**src/rtl/scr1_tcm_dmem_arb.sv**
```systemverilog
// Two-requester arbiter sharing the TCM data port between core dmem and a DMA/loader master.
// Define SCR1_TCM_ARB_STARVE_EN to enable the DMA anti-starvation counter (STARVE_LIMIT).
`ifndef SCR1_DMEM_AWIDTH
`define SCR1_DMEM_AWIDTH 32
`endif
`ifndef SCR1_DMEM_DWIDTH
`define SCR1_DMEM_DWIDTH 64
`endif
`ifndef SCR1_IMEM_AWIDTH
`define SCR1_IMEM_AWIDTH 32
`endif

package scr1_tcm_dmem_arb_pkg;
    typedef enum logic {
        SCR1_MEM_CMD_RD = 1'b0,
        SCR1_MEM_CMD_WR = 1'b1
    } type_scr1_mem_cmd_e;

    typedef enum logic [1:0] {
        SCR1_MEM_WIDTH_BYTE  = 2'b00,
        SCR1_MEM_WIDTH_HWORD = 2'b01,
        SCR1_MEM_WIDTH_WORD  = 2'b10
    } type_scr1_mem_width_e;

    typedef enum logic [1:0] {
        SCR1_MEM_RESP_NOTRDY = 2'b00,
        SCR1_MEM_RESP_RDY_OK = 2'b01,
        SCR1_MEM_RESP_RDY_ER = 2'b10
    } type_scr1_mem_resp_e;
endpackage

module scr1_tcm_dmem_arb
    import scr1_tcm_dmem_arb_pkg::*;
#(
    parameter logic [`SCR1_IMEM_AWIDTH-1:0] SCR1_TCM_SIZE = `SCR1_IMEM_AWIDTH'h00010000,
    parameter int unsigned                  STARVE_LIMIT  = 4
) (
    input  logic                         clk,
    input  logic                         rst_n,
    // Core side
    input  logic                         core_req_i,
    input  type_scr1_mem_cmd_e           core_cmd_i,
    input  type_scr1_mem_width_e         core_width_i,
    input  logic [`SCR1_DMEM_AWIDTH-1:0] core_addr_i,
    input  logic [`SCR1_DMEM_DWIDTH-1:0] core_wdata_i,
    output logic                         core_req_ack_o,
    output logic [`SCR1_DMEM_DWIDTH-1:0] core_rdata_o,
    output type_scr1_mem_resp_e          core_resp_o,
    // DMA side
    input  logic                         dma_req_i,
    input  type_scr1_mem_cmd_e           dma_cmd_i,
    input  type_scr1_mem_width_e         dma_width_i,
    input  logic [`SCR1_DMEM_AWIDTH-1:0] dma_addr_i,
    input  logic [`SCR1_DMEM_DWIDTH-1:0] dma_wdata_i,
    output logic                         dma_req_ack_o,
    output logic [`SCR1_DMEM_DWIDTH-1:0] dma_rdata_o,
    output type_scr1_mem_resp_e          dma_resp_o,
    // TCM side
    output logic                         tcm_req_o,
    output type_scr1_mem_cmd_e           tcm_cmd_o,
    output type_scr1_mem_width_e         tcm_width_o,
    output logic [`SCR1_DMEM_AWIDTH-1:0] tcm_addr_o,
    output logic [`SCR1_DMEM_DWIDTH-1:0] tcm_wdata_o,
    input  logic                         tcm_req_ack_i,
    input  logic [`SCR1_DMEM_DWIDTH-1:0] tcm_rdata_i,
    input  type_scr1_mem_resp_e          tcm_resp_i
);

    localparam int unsigned TcmAw = $clog2(SCR1_TCM_SIZE);

    typedef enum logic [1:0] {
        OwnNone   = 2'd0,
        OwnCore   = 2'd1,
        OwnDma    = 2'd2,
        OwnDmaErr = 2'd3
    } rsp_own_e;

    if (STARVE_LIMIT < 1) begin : g_bad_limit
        $error("STARVE_LIMIT must be at least 1");
    end

    rsp_own_e rsp_own_q, rsp_own_d;
    logic     starved;
    logic     core_gnt;
    logic     dma_gnt;
    logic     dma_oor;
    logic     dma_fwd;

    assign dma_oor  = |(dma_addr_i >> TcmAw);
    // Requests are masked while in reset so nothing is forwarded or acked.
    assign dma_gnt  = rst_n & dma_req_i & (~core_req_i | starved);
    assign core_gnt = rst_n & core_req_i & ~dma_gnt;
    assign dma_fwd  = dma_gnt & ~dma_oor;

    assign core_req_ack_o = core_gnt & tcm_req_ack_i;
    assign dma_req_ack_o  = dma_gnt & (dma_oor | tcm_req_ack_i);

`ifdef SCR1_TCM_ARB_STARVE_EN
    localparam int unsigned CntW = $clog2(STARVE_LIMIT + 1);

    logic [CntW-1:0] starve_cnt_q, starve_cnt_d;

    assign starved = (starve_cnt_q == CntW'(STARVE_LIMIT));

    // A starved but un-acked DMA holds the counter at the limit, so it keeps winning.
    always_comb begin
        starve_cnt_d = starve_cnt_q;
        if (!dma_req_i || dma_req_ack_o) begin
            starve_cnt_d = '0;
        end else if (!dma_gnt && !starved) begin
            starve_cnt_d = starve_cnt_q + 1'b1;
        end
    end

    always_ff @(posedge clk or negedge rst_n) begin
        if (!rst_n) begin
            starve_cnt_q <= '0;
        end else begin
            starve_cnt_q <= starve_cnt_d;
        end
    end
`else
    assign starved = 1'b0;
`endif

    always_comb begin
        tcm_req_o   = 1'b0;
        tcm_cmd_o   = SCR1_MEM_CMD_RD;
        tcm_width_o = SCR1_MEM_WIDTH_BYTE;
        tcm_addr_o  = '0;
        tcm_wdata_o = '0;
        if (core_gnt) begin
            tcm_req_o   = 1'b1;
            tcm_cmd_o   = core_cmd_i;
            tcm_width_o = core_width_i;
            tcm_addr_o  = core_addr_i;
            tcm_wdata_o = core_wdata_i;
        end else if (dma_fwd) begin
            tcm_req_o   = 1'b1;
            tcm_cmd_o   = dma_cmd_i;
            tcm_width_o = dma_width_i;
            tcm_addr_o  = dma_addr_i;
            tcm_wdata_o = dma_wdata_i;
        end
    end

    always_comb begin
        rsp_own_d = OwnNone;
        if (core_req_ack_o) begin
            rsp_own_d = OwnCore;
        end else if (dma_req_ack_o) begin
            rsp_own_d = dma_oor ? OwnDmaErr : OwnDma;
        end
    end

    always_ff @(posedge clk or negedge rst_n) begin
        if (!rst_n) begin
            rsp_own_q <= OwnNone;
        end else begin
            rsp_own_q <= rsp_own_d;
        end
    end

    always_comb begin
        core_resp_o  = SCR1_MEM_RESP_NOTRDY;
        core_rdata_o = '0;
        dma_resp_o   = SCR1_MEM_RESP_NOTRDY;
        dma_rdata_o  = '0;
        case (rsp_own_q)
            OwnCore: begin
                core_resp_o  = tcm_resp_i;
                core_rdata_o = tcm_rdata_i;
            end
            OwnDma: begin
                dma_resp_o  = tcm_resp_i;
                dma_rdata_o = tcm_rdata_i;
            end
            OwnDmaErr: begin
                dma_resp_o = SCR1_MEM_RESP_RDY_ER;
            end
            default: ;
        endcase
    end

endmodule

```
**config.mk**
```make
export PLATFORM = sky130hd
export DESIGN_NAME = scr1_tcm_dmem_arb
export DESIGN_NICKNAME = d
export VERILOG_FILES = /design/src/rtl/scr1_tcm_dmem_arb.sv
export SDC_FILE = /design/constraint.sdc
export NUM_CORES = 1
export LEC_CHECK = 0
export ABC_AREA = 1
export ABC_CLOCK_PERIOD_IN_PS = 1200
export CORE_AREA = 2 2 197 199
export CTS_CLUSTER_DIAMETER = 40
export DETAILED_ROUTE_END_ITERATION = 6
export DIE_AREA = 0 0 199 201
export PLACE_DENSITY_LB_ADDON = 0.12
export SLEW_MARGIN = 20
export SYNTH_ARGS = -nofsm -noshare
export SYNTH_HDL_FRONTEND = slang
export SYNTH_SLANG_ARGS = --single-unit
```
**constraint.sdc**
```tcl
create_clock -name clk -period 1.2 [get_ports clk]
set_input_delay 0.24 -clock clk [delete_from_list [all_inputs] [get_ports clk]]
set_output_delay 0.24 -clock clk [all_outputs]
set_load 0.05 [all_outputs]
```
==> impl_summary.txt <==
----------------------------------------------------
[Layout]
  Largest registers ranked by flip-flop count ... rsp_own_q (2)
  Area used by sequential logic in the layout ... 52.55 µm²
  Register containing the most flip-flops in the final layout ... rsp_own_q
  Number of fill cells ... 3812
  Fraction of final layout cells sized beyond drive strength 1 ... 0.5768
  Fin nets ... 1410
  Flip-flop count of the largest register after layout ... 2
  Total area of multi-input combinational cells ... 3789 µm²
  Commonest cells after routing, fill and taps aside ... 283 x sky130_fd_sc_hd__buf_12, 238 x sky130_fd_sc_hd__clkdlybuf4s50_1, 159 x sky130_fd_sc_hd__nor2_4, 87 x sky130_fd_sc_hd__nand2_4, 83 x sky130_fd_sc_hd__nand4_1
  Commonest non-fill, non-tap cell in the layout ... sky130_fd_sc_hd__buf_12
  Area Overhead vs Synth ... 482.3%

[STA]
  Worst hold slack after final layout ... 68.68 ps
  Final hold violations ... 0
  Final number of setup-violating endpoints ... 233
  Slew HR ... 0.8401
  Shortest period the worst path allows ... 1735 ps
  Period utilization ... 1.446
  Unrepaired setup endpoints after global routing ... yes
  Final Worst Setup Slack ... -535.3 ps
  Fmax ... 0.5763 GHz
  Transition at the pin with the smallest max-transition slack ... 239.8 ps
  Final count of pins violating max slew ... 0
  Post-route setup TNS ... -93600 ps

[Floorplanning]
  Total die area ... 40000 µm²
  Die height ... 201 µm
  Core Box Area ... 38110 µm²
  Die Wd ... 199 µm
  Total I/O pin count ... 503
  Row count ... 72
  Initial Util ... 0.06481

[Synthesis]
  Avg Inst Size Synth ... 4.364 µm²
  Library cells used by synthesis ... 15
  Warnings, synthesis ... 0
  Netlist area before placement ... 2470 µm²
  Synthesized netlist cell count ... 566
  Post-synthesis sequential area ratio ... 0.02026
  Post-synthesis adder-cell area fraction ... 0
  Multiplexer share of the synthesized area ... 0
  Xor/xnor cell area share of the yosys netlist ... 0
  Synthesized-area fraction occupied by ao, oa, aoi and oai cells ... 0.004053
  Simple logic cell fraction of the synthesized area ... 0.7315
  Dominant combinational cell family by area after synthesis ... simple AND/OR/NAND/NOR gates
  Post-synthesis sequential element count ... 2
  Post-Syn Nets ... 835

[Detailed routing]
  Length of the first detailed-routing pass in iterations ... 4
  Residual antenna-violating net count after detailed routing ... 0
  Post-detailed-route via-to-cell ratio ... 3.568
  Total via count after detailed routing ... 5915
  Total Wirelength ... 28450 µm
  Routed length per placed instance ... 17.16 µm
  Number of violations reported at the end of detailed-routing iteration 0 ... 117
  Number of DRC violations after detailed routing ... 0

[Global route]
  Overflow after GRT ... 0
  Via count of the first global-routing pass ... 6424
  Initial antenna violation count ... 3
  First-pass GRT wire length ... 41600 µm
  All-Layer GR Usage ... 0.1383
  Maximum number of pins on one net before global-route repair ... 43

[Setup path]
  Data required time at the worst endpoint ... 960 ps
  Maximum fanout along the worst path ... 8
  Cell-by-cell listing of the critical path ... buf_6, nor2_4, nand2_2, nor2_4, buf_12, buf_12, buf_12, buf_12, nand4_1, nand2_4, buf_12
  Slowest cell on crit path ... sky130_fd_sc_hd__nor2_4
  Max incr delay on CP ... 140 ps
  WS Path Type ... in2out
  CP startpoint kind ... input port
  Critical path buffers and inverters ... 6
  Delay-heaviest family, CP ... buffers and inverters
  Critical Path AT ... 1500 ps
  CP most frequent cell ... sky130_fd_sc_hd__buf_12
  Critical Path Sink Type ... primary output

[Power]
  Largest vdd supply drop ... 0.3051 mV
  Internal power consumption ... 3.062 mW
  Reported leakage power ... 5.800 nW
  Power dissipated by switching net loads ... 2.449 mW
  Clock power frac ... 0.091
  Share of power burned in registers ... 0.014
  Total power of the final layout ... 5.511 mW
  Fraction of power spent switching nets ... 0.4444
  Comb pwr share ... 0.895
  PwrDens ... 383.2 nW/µm²

[Run]
  Max-cap check violation count ... 0

[Place]
  Final estimated routing congestion in global placement ... 0.7578
  Port Buf Inserts ... 502
  Post-DP HPWL ... 22350 µm

[Clock tree]
  Number of buffers on the longest clock path ... 2
  Cts-stage hold buffer count ... 0
  Clock-pin slew reported for the worst setup and hold paths after clock tree synthesis ... 30 ps
  Clock sink count ... 2
  Clock Root Buffer ... sky130_fd_sc_hd__clkbuf_16
  Clock tree from TritonCTS ... yes
  Number of levels the H-tree was split into ... 1
  Number of CTS-inserted buffers ... 3

[Hold path]
  Worst Hold Class ... in2async

[Outcome]
  Run status ... complete, but fails checks
  Violations in the final reports ... negative setup slack

----------------------------------------------------
[repair_timing]
action | in CTS | in global routing
gates resized for setup | 222 | 48
setup endpoints to repair | 236 | 236
buffers inserted | 40 | 15
pin swaps | 97 | 96
cloned | 28 | 2
[cells by family after synthesis]
family                 after synthesis
AO/OA/AOI/OAI                        2
AND/OR/NAND/NOR                    422
buffers and inverters              140
flip-flops                           2
[per-layer routing]
layer | up-vias | share of wire | track usage
met3 | 14 | 0.096 | 0.04284
met4 | 4 | 0.0089 | 0.02106
met5 | - | 0.00091 | 0
li1 | 2907 | - | -
met1 | 2691 | 0.35 | 0.1454
met2 | 299 | 0.54 | 0.2695
[power by group through the flow]
stage                     registers (mW)  clock network (mW)  logic [mW]
final                             0.0796               0.500        4.93
after detailed placement          0.0769                   0        4.48
after CTS                         0.0794               0.512        5.00
after floorplan                   0.0736                   0        1.99
after global placement            0.0769                   0        4.48
after global routing              0.0804               0.518        5.14
[final timing paths]
path                       slack [ps]           start                     end  depth (start not counted)
min in group clk                  400   tcm_req_ack_i  rsp_own_q[0]$_DFF_PN0_                          3
worst min-delay path               70           rst_n  rsp_own_q[0]$_DFF_PN0_                          4
max in group asynchronous        1030           rst_n  rsp_own_q[1]$_DFF_PN0_                          4
worst max-delay path             -540  dma_addr_i[17]         tcm_wdata_o[41]                         11
[through the flow]
step	setup slack, ps	area, µm²	std cells	utilization
after global placement	-866.3	12590	1587	0.3304
after detailed placement	-851.8	12590	1587	0.3304
after floorplan	-172.1	4357	566	-
final	-535.3	14380	1658	0.3774
after global routing	-606.3	14380	1657	0.3773
after CTS	-564.3	14420	1657	0.3785
[tightest hold or removal path: stages]
cell,delay [ps]
sky130_fd_sc_hd__buf_8,70
sky130_fd_sc_hd__buf_6,90
sky130_fd_sc_hd__buf_4,90
sky130_fd_sc_hd__buf_4,110
[cell usage after synthesis]
cell	count	share of area
sky130_fd_sc_hd__clkbuf_1	11	0.017
sky130_fd_sc_hd__nand3_1	2	0.0041
sky130_fd_sc_hd__nand4_1	83	0.21
sky130_fd_sc_hd__a21oi_1	1	0.0020
sky130_fd_sc_hd__o21ai_0	1	0.0020
sky130_fd_sc_hd__dfrtp_1	2	0.020
sky130_fd_sc_hd__buf_4	10	0.030
sky130_fd_sc_hd__nor2_2	2	0.0051
sky130_fd_sc_hd__nand2_1	178	0.27
sky130_fd_sc_hd__buf_2	26	0.053
sky130_fd_sc_hd__nor2_4	1	0.0046
sky130_fd_sc_hd__buf_6	1	0.0046
sky130_fd_sc_hd__inv_1	88	0.13
sky130_fd_sc_hd__nor2_1	156	0.24
sky130_fd_sc_hd__buf_1	4	0.0061
[layout make-up]
| type | count | area share |
|---|---|---|
| Inverter | 88 | 0.02349 |
| Tap cell | 518 | 0.04507 |
| Sequential cell | 2 | 0.003654 |
| Antenna cell | 1 | 0.0001740 |
| Timing Repair Buffer | 620 | 0.6590 |
| Clock buffer | 3 | 0.005220 |
| Multi-Input combinational cell | 426 | 0.2634 |
Power figures use the tool's default switching activity.
